File: src/rtl/msg_egress_fifo.sv
// Message egress FIFO: stores parser messages with their byte length and replays them over valid/ready.
// Define MSG_EGRESS_FIFO_STATS_EN to build the saturating drop/malformed counters; otherwise they read 0.
module msg_egress_fifo #(
  parameter int DATA_WIDTH = 256,
  parameter int BM_WIDTH   = DATA_WIDTH/8,
  parameter int DEPTH      = 4,
  parameter int CNT_WIDTH  = 16
) (
  input  logic                        clk,
  input  logic                        reset_n,
  input  logic                        in_valid,
  input  logic [DATA_WIDTH-1:0]       in_data,
  input  logic [BM_WIDTH-1:0]         in_bytemask,
  input  logic                        flush,
  output logic                        out_valid,
  input  logic                        out_ready,
  output logic [DATA_WIDTH-1:0]       out_data,
  output logic [$clog2(BM_WIDTH):0]   out_len,
  output logic [$clog2(DEPTH):0]      level,
  output logic                        full,
  output logic [CNT_WIDTH-1:0]        drop_count,
  output logic [CNT_WIDTH-1:0]        malformed_count
);

  localparam int IDX_W = $clog2(DEPTH);
  localparam int PTR_W = IDX_W + 1;
  localparam int LEN_W = $clog2(BM_WIDTH) + 1;

  logic [PTR_W-1:0]      wr_q, rd_q, wr_d, rd_d;
  logic [DATA_WIDTH-1:0] mem_q [DEPTH];
  logic [LEN_W-1:0]      len_mem_q [DEPTH];
  logic                  out_valid_q, out_valid_d;
  logic [DATA_WIDTH-1:0] out_data_q, out_data_d;
  logic [LEN_W-1:0]      out_len_q, out_len_d;

  logic                  mask_ok;
  logic [LEN_W-1:0]      len_c;
  logic [DATA_WIDTH-1:0] data_c;
  logic                  full_c, pop, push_req, push;

  // A legal mask is 2^n-1: nonzero, and adding one clears every set bit.
  always_comb begin
    mask_ok = (in_bytemask != '0) &&
              ((in_bytemask & (in_bytemask + BM_WIDTH'(1))) == '0);
    len_c  = '0;
    data_c = '0;
    for (int j = 0; j < BM_WIDTH; j++) begin
      len_c = len_c + LEN_W'(in_bytemask[j]);
      data_c[8*j +: 8] = in_bytemask[j] ? in_data[8*j +: 8] : 8'h00;
    end
  end

  assign full_c   = (wr_q[IDX_W-1:0] == rd_q[IDX_W-1:0]) && (wr_q[IDX_W] != rd_q[IDX_W]);
  assign pop      = out_valid_q && out_ready && !flush;
  assign push_req = in_valid && !flush && mask_ok;
  assign push     = push_req && (!full_c || pop);

  // The head register is loaded from the slot rd_d will point at; a same-cycle write to that slot bypasses memory.
  always_comb begin
    wr_d = wr_q + PTR_W'(push);
    rd_d = rd_q + PTR_W'(pop);
    if (flush) begin
      wr_d = '0;
      rd_d = '0;
    end
    out_valid_d = (wr_d != rd_d);
    out_data_d  = '0;
    out_len_d   = '0;
    if (out_valid_d) begin
      if (push && (rd_d == wr_q)) begin
        out_data_d = data_c;
        out_len_d  = len_c;
      end else begin
        out_data_d = mem_q[rd_d[IDX_W-1:0]];
        out_len_d  = len_mem_q[rd_d[IDX_W-1:0]];
      end
    end
  end

  always_ff @(posedge clk or negedge reset_n) begin
    if (!reset_n) begin
      wr_q        <= '0;
      rd_q        <= '0;
      out_valid_q <= 1'b0;
      out_data_q  <= '0;
      out_len_q   <= '0;
    end else begin
      wr_q        <= wr_d;
      rd_q        <= rd_d;
      out_valid_q <= out_valid_d;
      out_data_q  <= out_data_d;
      out_len_q   <= out_len_d;
    end
  end

  always_ff @(posedge clk) begin
    if (push) begin
      mem_q[wr_q[IDX_W-1:0]]     <= data_c;
      len_mem_q[wr_q[IDX_W-1:0]] <= len_c;
    end
  end

  assign out_valid = out_valid_q;
  assign out_data  = out_data_q;
  assign out_len   = out_len_q;
  assign level     = wr_q - rd_q;
  assign full      = full_c;

`ifdef MSG_EGRESS_FIFO_STATS_EN
  logic [CNT_WIDTH-1:0] drop_q, mal_q;

  always_ff @(posedge clk or negedge reset_n) begin
    if (!reset_n) begin
      drop_q <= '0;
      mal_q  <= '0;
    end else begin
      if (in_valid && !flush && !mask_ok && (mal_q != '1))
        mal_q <= mal_q + CNT_WIDTH'(1);
      if (push_req && full_c && !pop && (drop_q != '1))
        drop_q <= drop_q + CNT_WIDTH'(1);
    end
  end

  assign drop_count      = drop_q;
  assign malformed_count = mal_q;
`else
  assign drop_count      = '0;
  assign malformed_count = '0;
`endif

endmodule

File: config.mk
export PLATFORM = sky130hd
export DESIGN_NAME = msg_egress_fifo
export DESIGN_NICKNAME = d
export VERILOG_FILES = /design/src/rtl/msg_egress_fifo.sv
export SDC_FILE = /design/constraint.sdc
export NUM_CORES = 1
export LEC_CHECK = 0
export BUFFER_PORTS_ARGS = -buffer_cell sky130_fd_sc_hd__buf_2
export CAP_MARGIN = 20
export CORE_MARGIN = 3
export CORE_UTILIZATION = 30
export CTS_BUF_LIST = sky130_fd_sc_hd__clkbuf_2 sky130_fd_sc_hd__clkbuf_4 sky130_fd_sc_hd__clkbuf_8
export DETAILED_ROUTE_END_ITERATION = 8
export SYNTH_ARGS = -nofsm -noshare
export SYNTH_HDL_FRONTEND = slang
export SYNTH_SLANG_ARGS = --single-unit
File: constraint.sdc
create_clock -name clk -period 8.5 [get_ports clk]
set_input_delay 0.425 -clock clk [delete_from_list [all_inputs] [get_ports clk]]
set_output_delay 0.425 -clock clk [all_outputs]
set_load 0.02 [all_outputs]
==> results of run 1 <==
-- worst max path at each step --
| stage | startpoint | end | cells past startpoint |
|---|---|---|---|
| 2_1_floorplan | in_bytemask[0] | len_mem_q[1][0]$_DFFE_PP_ | 8 |
| 3_3_place_gp | in_bytemask[1] | out_data[11]$_DFF_PN0_ | 16 |
| 3_5_place_dp | in_bytemask[1] | out_data[73]$_DFF_PN0_ | 16 |
| 4_1_cts | out_valid$_DFF_PN0_ | out_len[4]$_DFF_PN0_ | 10 |
| 5_1_grt | in_bytemask[2] | out_data[234]$_DFF_PN0_ | 16 |
| 6_report | in_bytemask[2] | out_data[235]$_DFF_PN0_ | 16 |
-- layout by cell type (no fill, tap or decap), drive strengths merged, types with 4 or more instances in the layout --
cell         count
a21oi            5
a222oi           4
and2           257
and3             7
buf            600
bufinv           8
clkbuf         362
clkinv          31
clkinvlp         9
conb            32
dfrtp          269
diode           22
dlygate4sd3    270
edfxtp        1048
fa              25
ha              16
inv             58
mux2i          524
nand2         1065
nand3          537
nand4           10
nor2             7
nor2b            4
nor3             4
nor4             7
nor4b            4
xnor2           10
xor2             4
-- power by group through the flow --
stage	registers [mW]	clock network, mW	logic, mW
floorplan	7.22	0	0.503
global placement	7.22	0	0.808
detailed placement	7.22	0	0.823
CTS	7.09	6.34	0.935
global route	7.09	6.62	1.01
finish	7.09	6.17	0.915
-- logic make-up after synthesis --
| logic type | count (synthesis) | synth area share (%) |
|---|---|---|
| AO/OA/AOI/OAI | 34 | 0.485 |
| XOR/XNOR | 14 | 0.224 |
| adder cells (fa/ha/maj) | 41 | 1.28 |
| buffers and inverters | 344 | 2.87 |
| flip-flops | 1317 | 69.8 |
| multiplexers | 524 | 9.58 |
| other | 1 | 0.00685 |
| AND/OR/NAND/NOR | 1911 | 15.8 |
-- area by class of cell --
type	count	area, um^2
fillers	17300	113000
flip-flops and latches	1317	38200
multi-input cells	2556	15100
repair buffers	870	6080
clock buffers	362	4360
well taps	2370	2970
clock inverters	58	642
inverters	48	195
diodes	22	55.1
-- state kept, by name, indices dropped and copies added, names as in the netlist --
signal     flops
out_data     256
wr_q           3
len_mem_q     24
rd_q           3
mem_q       1024
out_valid      1
out_len        6
-- metal layers --
metal  up-vias  part of all wire, %  GRT usage, %
li1      16400                    -             -
met1     17800                   40          20.2
met2      1120                   50          29.2
met3       320                  5.5          3.52
met4         6                  4.8          8.72
met5         -                0.022             0
-- worst register-to-register path: cells and delay by family (launching register included) --
| kind | cells | cell delay [ps] |
|---|---|---|
| AND/OR/NAND/NOR | 5 | 1890 |
| flip-flops | 1 | 370 |
| multiplexers | 1 | 720 |
| XOR/XNOR | 1 | 160 |
| buffers and inverters | 2 | 1350 |
| adder cells (fa/ha/maj) | 1 | 830 |
-- through the flow --
stage               util, %  instance area [um^2]
finish                 37.3                 67600
global route           37.3                 67600
CTS                    37.3                 67600
detailed placement     33.1                 59900
global placement       33.1                 59900
floorplan                 -                 54900
==> run_results.csv, run 1 <==
group,metric,value,unit
place,dpl.hpwl,89.3,mm
sta,fin_crit,5600,ps
floorplan,rows,156,
power_and_ir_drop,p_total,14.2,mW
power_and_ir_drop,ir_drop,175,uV
synth,synth.most_common_cell,"nand2_1",
layout,drive_gt1_share,19.6,%
sta,setup_ws,2900,ps
floorplan,die_w,433,um
sta,slew_headroom,20.8,%
sta,setup_viol,0,
synth,synth_top_area_cell,"edfxtp_1",
setup_path,critPathArrivalTime,6440,ps
routing,wirelength,163,mm
clock_tree,clock-root-buffer,"clkbuf_8",
power_and_ir_drop,p_per_area,210,nW/um^2
synth,synth_ff_type,"edfxtp_1",
sta,fin_skew,54.0,ps
layout,fin_cells,7603,
clock_tree,cts_tree,"built",
synth,synth_cell_types,51,
setup_path,reg2reg_slack,3040,ps
synth,synth_area_leaders,"edfxtp_1, dfrtp_1, mux2i_1",
power_and_ir_drop,comb_power_share,6.5,%
floorplan,pin_count,592,
place,gp_congestion,0.773,
routing,wl_per_cell,21.5,um
grt,overflow,0,
grt,antenna_found_initial,42,
routing,via_per_inst,4.69,
routing,drtIter0Drc,2258,
power_and_ir_drop,intPower,11.0,mW
status,outcome,"finished, final reports clean",
layout,fin_nets,5349,
clock_tree,post-cts-setup-buffers,0,
setup_path,slowest_stage,"nor4b_2",
clock_tree,ctsResizeCount,0,
setup_path,crit_buf_inv,3,
hold_path,hp-class,"in -> async",
setup_path,path_cells,"dlygate4sd3_1 > buf_2 > and4_1 > nor4b_2 > a31oi_1 > or4_1 > a2111oi_0 > nor4b_2 > ha_1 > ha_1 > xor2_1 > xnor2_1 > a31oi_4 > buf_12 > nand3_1 > mux2i_1",
setup_path,endpoint_kind,"flip-flop",
place,dp_slack,2590,ps
power_and_ir_drop,pwr-share-seq,50.0,%
power_and_ir_drop,p_sw,3.21,mW
power_and_ir_drop,p_sw_share,22.6,%
synth,syn_area,54700,um^2
synth,yosys.area.top_type_share,57.5,%
clock_tree,numClockSinks,1317,
synth,syn_inst,4186,
routing,drtPass1Iterations,5,
sta,hold_violations,0,
clock_tree,clkTransAtPathRegs,60,ps
routing,vias,35700,
sta,timing.hold.ws,92.1,ps
floorplan,core-area,181000,um^2
setup_path,r2r_end,"out_data[234]$_DFF_PN0_",
sta,fin_crit_sh,65.9,%
place,dp_cells,6891,
setup_path,max_stage_delay,680,ps
setup_path,critPathRequiredTime,9340,ps
clock_tree,cts_inserted_buffers,222,
grt,grt_pass1_wl,238,mm
setup_path,reg2reg_depth,10,
grt,grt_use_total,17.1,%
sta,finalSetupTns,0,ps
synth,yosys_warnings,0,
setup_path,r2r-start,"out_valid$_DFF_PN0_",
clock_tree,clk_latency,980,ps
floorplan,initial_core_util,30.2,%
routing,ant_nets,0,
synth,synth_commonest_cells,"nand2_1, edfxtp_1, nand3_1",
floorplan,dieArea,188000,um^2
job,cap_violations,0,
place,portBuffers,559,
setup_path,cp_max_fo,138,
synth,synth-seq-cells,1317,
sta,fmax,179,MHz
synth,async_flop_share,20.4,%
clock_tree,ctsHoldBuffers,270,
power_and_ir_drop,power.leakage,26.2,nW
setup_path,critPathLaunchType,"primary input",
power_and_ir_drop,p_clk_share,43.5,%
sta,grt_setup_unrepaired,"no",
setup_path,cp_top_family,"simple AND/OR/NAND/NOR gates",
synth,ys_seq_area_share,69.8,%
grt,grt_pass1_vias,36300,
layout,syn2layout_area_growth,23.6,%
sta,tightest_slew,1190,ps
routing,drc,0,
grt,grt_max_degree,165,
synth,synth_edf_count,1048,
synth,synth_area_per_cell,13.1,um^2
clock_tree,htreeDepth,4,
sta,drv_slew,0,
clock_tree,clk_path_buf_depth,3,
setup_path,crit_type,"in -> reg",
floorplan,fp.dieH,433,um
(Power assumes the default switching activity.)
==> run 2: changes to the inputs <==
==> constraint.sdc (replaced) <==
create_clock -name clk -period 4.96 [get_ports clk]
set_input_delay 0.248 -clock clk [delete_from_list [all_inputs] [get_ports clk]]
set_output_delay 0.248 -clock clk [all_outputs]
set_load 0.02 [all_outputs]
==> run 2 against run 1 <==
First-iteration DRC count increased by 0.22%. Critical path depth increased by 1. Combinational power increased by 87%. Wire length increased by 2.1%. Die area unchanged. Via count increased by 2.3%. Setup slack got worse by 2800 ps. Power increased by 71%. Non-clock buffer count increased by 161. Cell count increased by 2.0%.
==> run_results.csv, run 2 (same netlist as run 1, synthesis figures left out) <==
group,metric,value,unit
routing,via_per_inst,4.71,
setup_path,critPathRequiredTime,5790,ps
sta,tightest_slew,1280,ps
sta,fin_skew,52.4,ps
power_and_ir_drop,power.leakage,27.0,nW
floorplan,dieArea,188000,um^2
place,dp_slack,-242,ps
routing,vias,36500,
sta,drv_slew,0,
routing,drtIter0Drc,2263,
clock_tree,clk_latency,960,ps
job,cap_violations,0,
sta,slew_headroom,14.6,%
setup_path,critPathArrivalTime,5700,ps
routing,wirelength,167,mm
sta,setup_ws,93.4,ps
grt,antenna_found_initial,31,
sta,grt_setup_unrepaired,"no",
setup_path,reg2reg_slack,1180,ps
hold_path,hp-class,"in -> reg",
layout,final_common_cell,"nand2_1",
sta,hold_violations,0,
layout,final_cell_area,69300,um^2
clock_tree,clkTransAtPathRegs,60,ps
layout,seq_area,38200,um^2
floorplan,initial_core_util,30.2,%
place,place_area,61200,um^2
setup_path,cp_max_fo,5,
floorplan,rows,156,
sta,fmax,205,MHz
layout,syn2layout_area_growth,26.7,%
clock_tree,cts_tree,"built",
place,dpl.hpwl,98.5,mm
place,gp_congestion,0.796,
layout,largest_reg_flops,1024,
clock_tree,htreeDepth,4,
sta,setup_viol,0,
floorplan,fp.dieH,433,um
setup_path,crit_type,"in -> reg",
layout,fin_cells,7758,
grt,grt_use_total,17.5,%
floorplan,core-area,181000,um^2
grt,grt_pass1_wl,243,mm
setup_path,endpoint_kind,"flip-flop",
clock_tree,cts_inserted_buffers,223,
layout,multiInputGateArea,15100,um^2
place,portBuffers,559,
layout,fin_nets,5511,
floorplan,pin_count,592,
layout,fin_util,38.3,%
routing,ant_nets,0,
status,outcome,"finished, final reports clean",
clock_tree,numClockSinks,1317,
routing,drc,0,
routing,wl_per_cell,21.5,um
sta,fin_crit,4870,ps
layout,drive_gt1_share,20.8,%
layout,fillers,17100,
grt,overflow,0,
routing,drtPass1Iterations,5,
power_and_ir_drop,ir_drop,254,uV
power_and_ir_drop,p_per_area,349,nW/um^2
clock_tree,ctsResizeCount,0,
place,dp_cells,6996,
clock_tree,clock-root-buffer,"clkbuf_8",
grt,grt_max_degree,136,
clock_tree,clk_path_buf_depth,3,
floorplan,die_w,433,um
sta,fin_crit_sh,98.1,%
grt,grt_pass1_vias,37200,
setup_path,critPathLaunchType,"primary input",
layout,final_cell_mix,"nand2_1, edfxtp_1, buf_2, nand3_1, mux2i_1",
-- run 2: cell count changes in the layout (fill, tap and decap cells not counted), sizes merged --
cell / delta
buf: +106
clkbuf: -27
clkinv: +30
diode: -8
dlygate4sd3: +55
inv: -1
-- run 2: worst paths after layout --
path / cells past startpoint / start / endpoint
hold / removal: 3 / in_data[244] / mem_q[3][244]$_DFFE_PP_
max in group asynchronous: 4 / reset_n / out_data[219]$_DFF_PN0_
hold reg to reg: 2 / wr_q[2]$_DFF_PN0_ / wr_q[2]$_DFF_PN0_
setup / recovery: 17 / in_bytemask[11] / out_len[4]$_DFF_PN0_
setup reg to reg: 16 / wr_q[0]$_DFF_PN0_ / out_data[137]$_DFF_PN0_
min in group asynchronous: 4 / reset_n / out_data[78]$_DFF_PN0_
-- run 2: worst max-delay path, cell delays in order --
cell and delay (ps):
dlygate4sd3_1 550, buf_2 150, fa_1 700, inv_1 90, fa_1 560, fa_1 460
fa_1 510, fa_1 430, fa_1 490, inv_1 50, ha_1 200, fa_1 450
a21o_1 170, a21oi_1 180, xnor2_1 230, nand2_1 90, mux2i_1 130
-- run 2: metrics by stage --
step | power, mW | hold slack [ps] | TNS (ps)
after floorplan | 13.2 | -47.6 | -1176400
after global placement | 13.9 | 273 | -1360
after detailed placement | 13.9 | 276 | -7920
after CTS | 24.6 | 34.6 | 0
after global routing | 25.2 | 146 | 0
final | 24.2 | 230 | 0
-- run 2: what timing repair did --
action                     CTS  global route
hold buffers               326             0
buffers inserted             0             0
hold endpoints to repair  1558             0
-- run 2: area by class of cell --
type	count	share of cell area, %
clock inverters	87	1.06
multi-input cells	2556	21.8
flip-flops and latches	1317	55.1
inverters	48	0.281
well taps	2370	4.28
clock buffers	335	5.91
repair buffers	1031	11.5
diodes	14	0.0505
-- run 2: metal layers --
layer	global-route usage, %	share of wire, %	vias up
met5	0	0.016	-
met2	30.3	50	1172
li1	-	-	16700
met4	9.55	5.6	4
met1	20.7	40	18300
met3	2.87	4.6	346
-- run 2: where the power goes --
group	switching [mW]	internal [mW]
registers	0.00000000338	12.2
logic	1.01	0.703
clock network	4.58	5.75
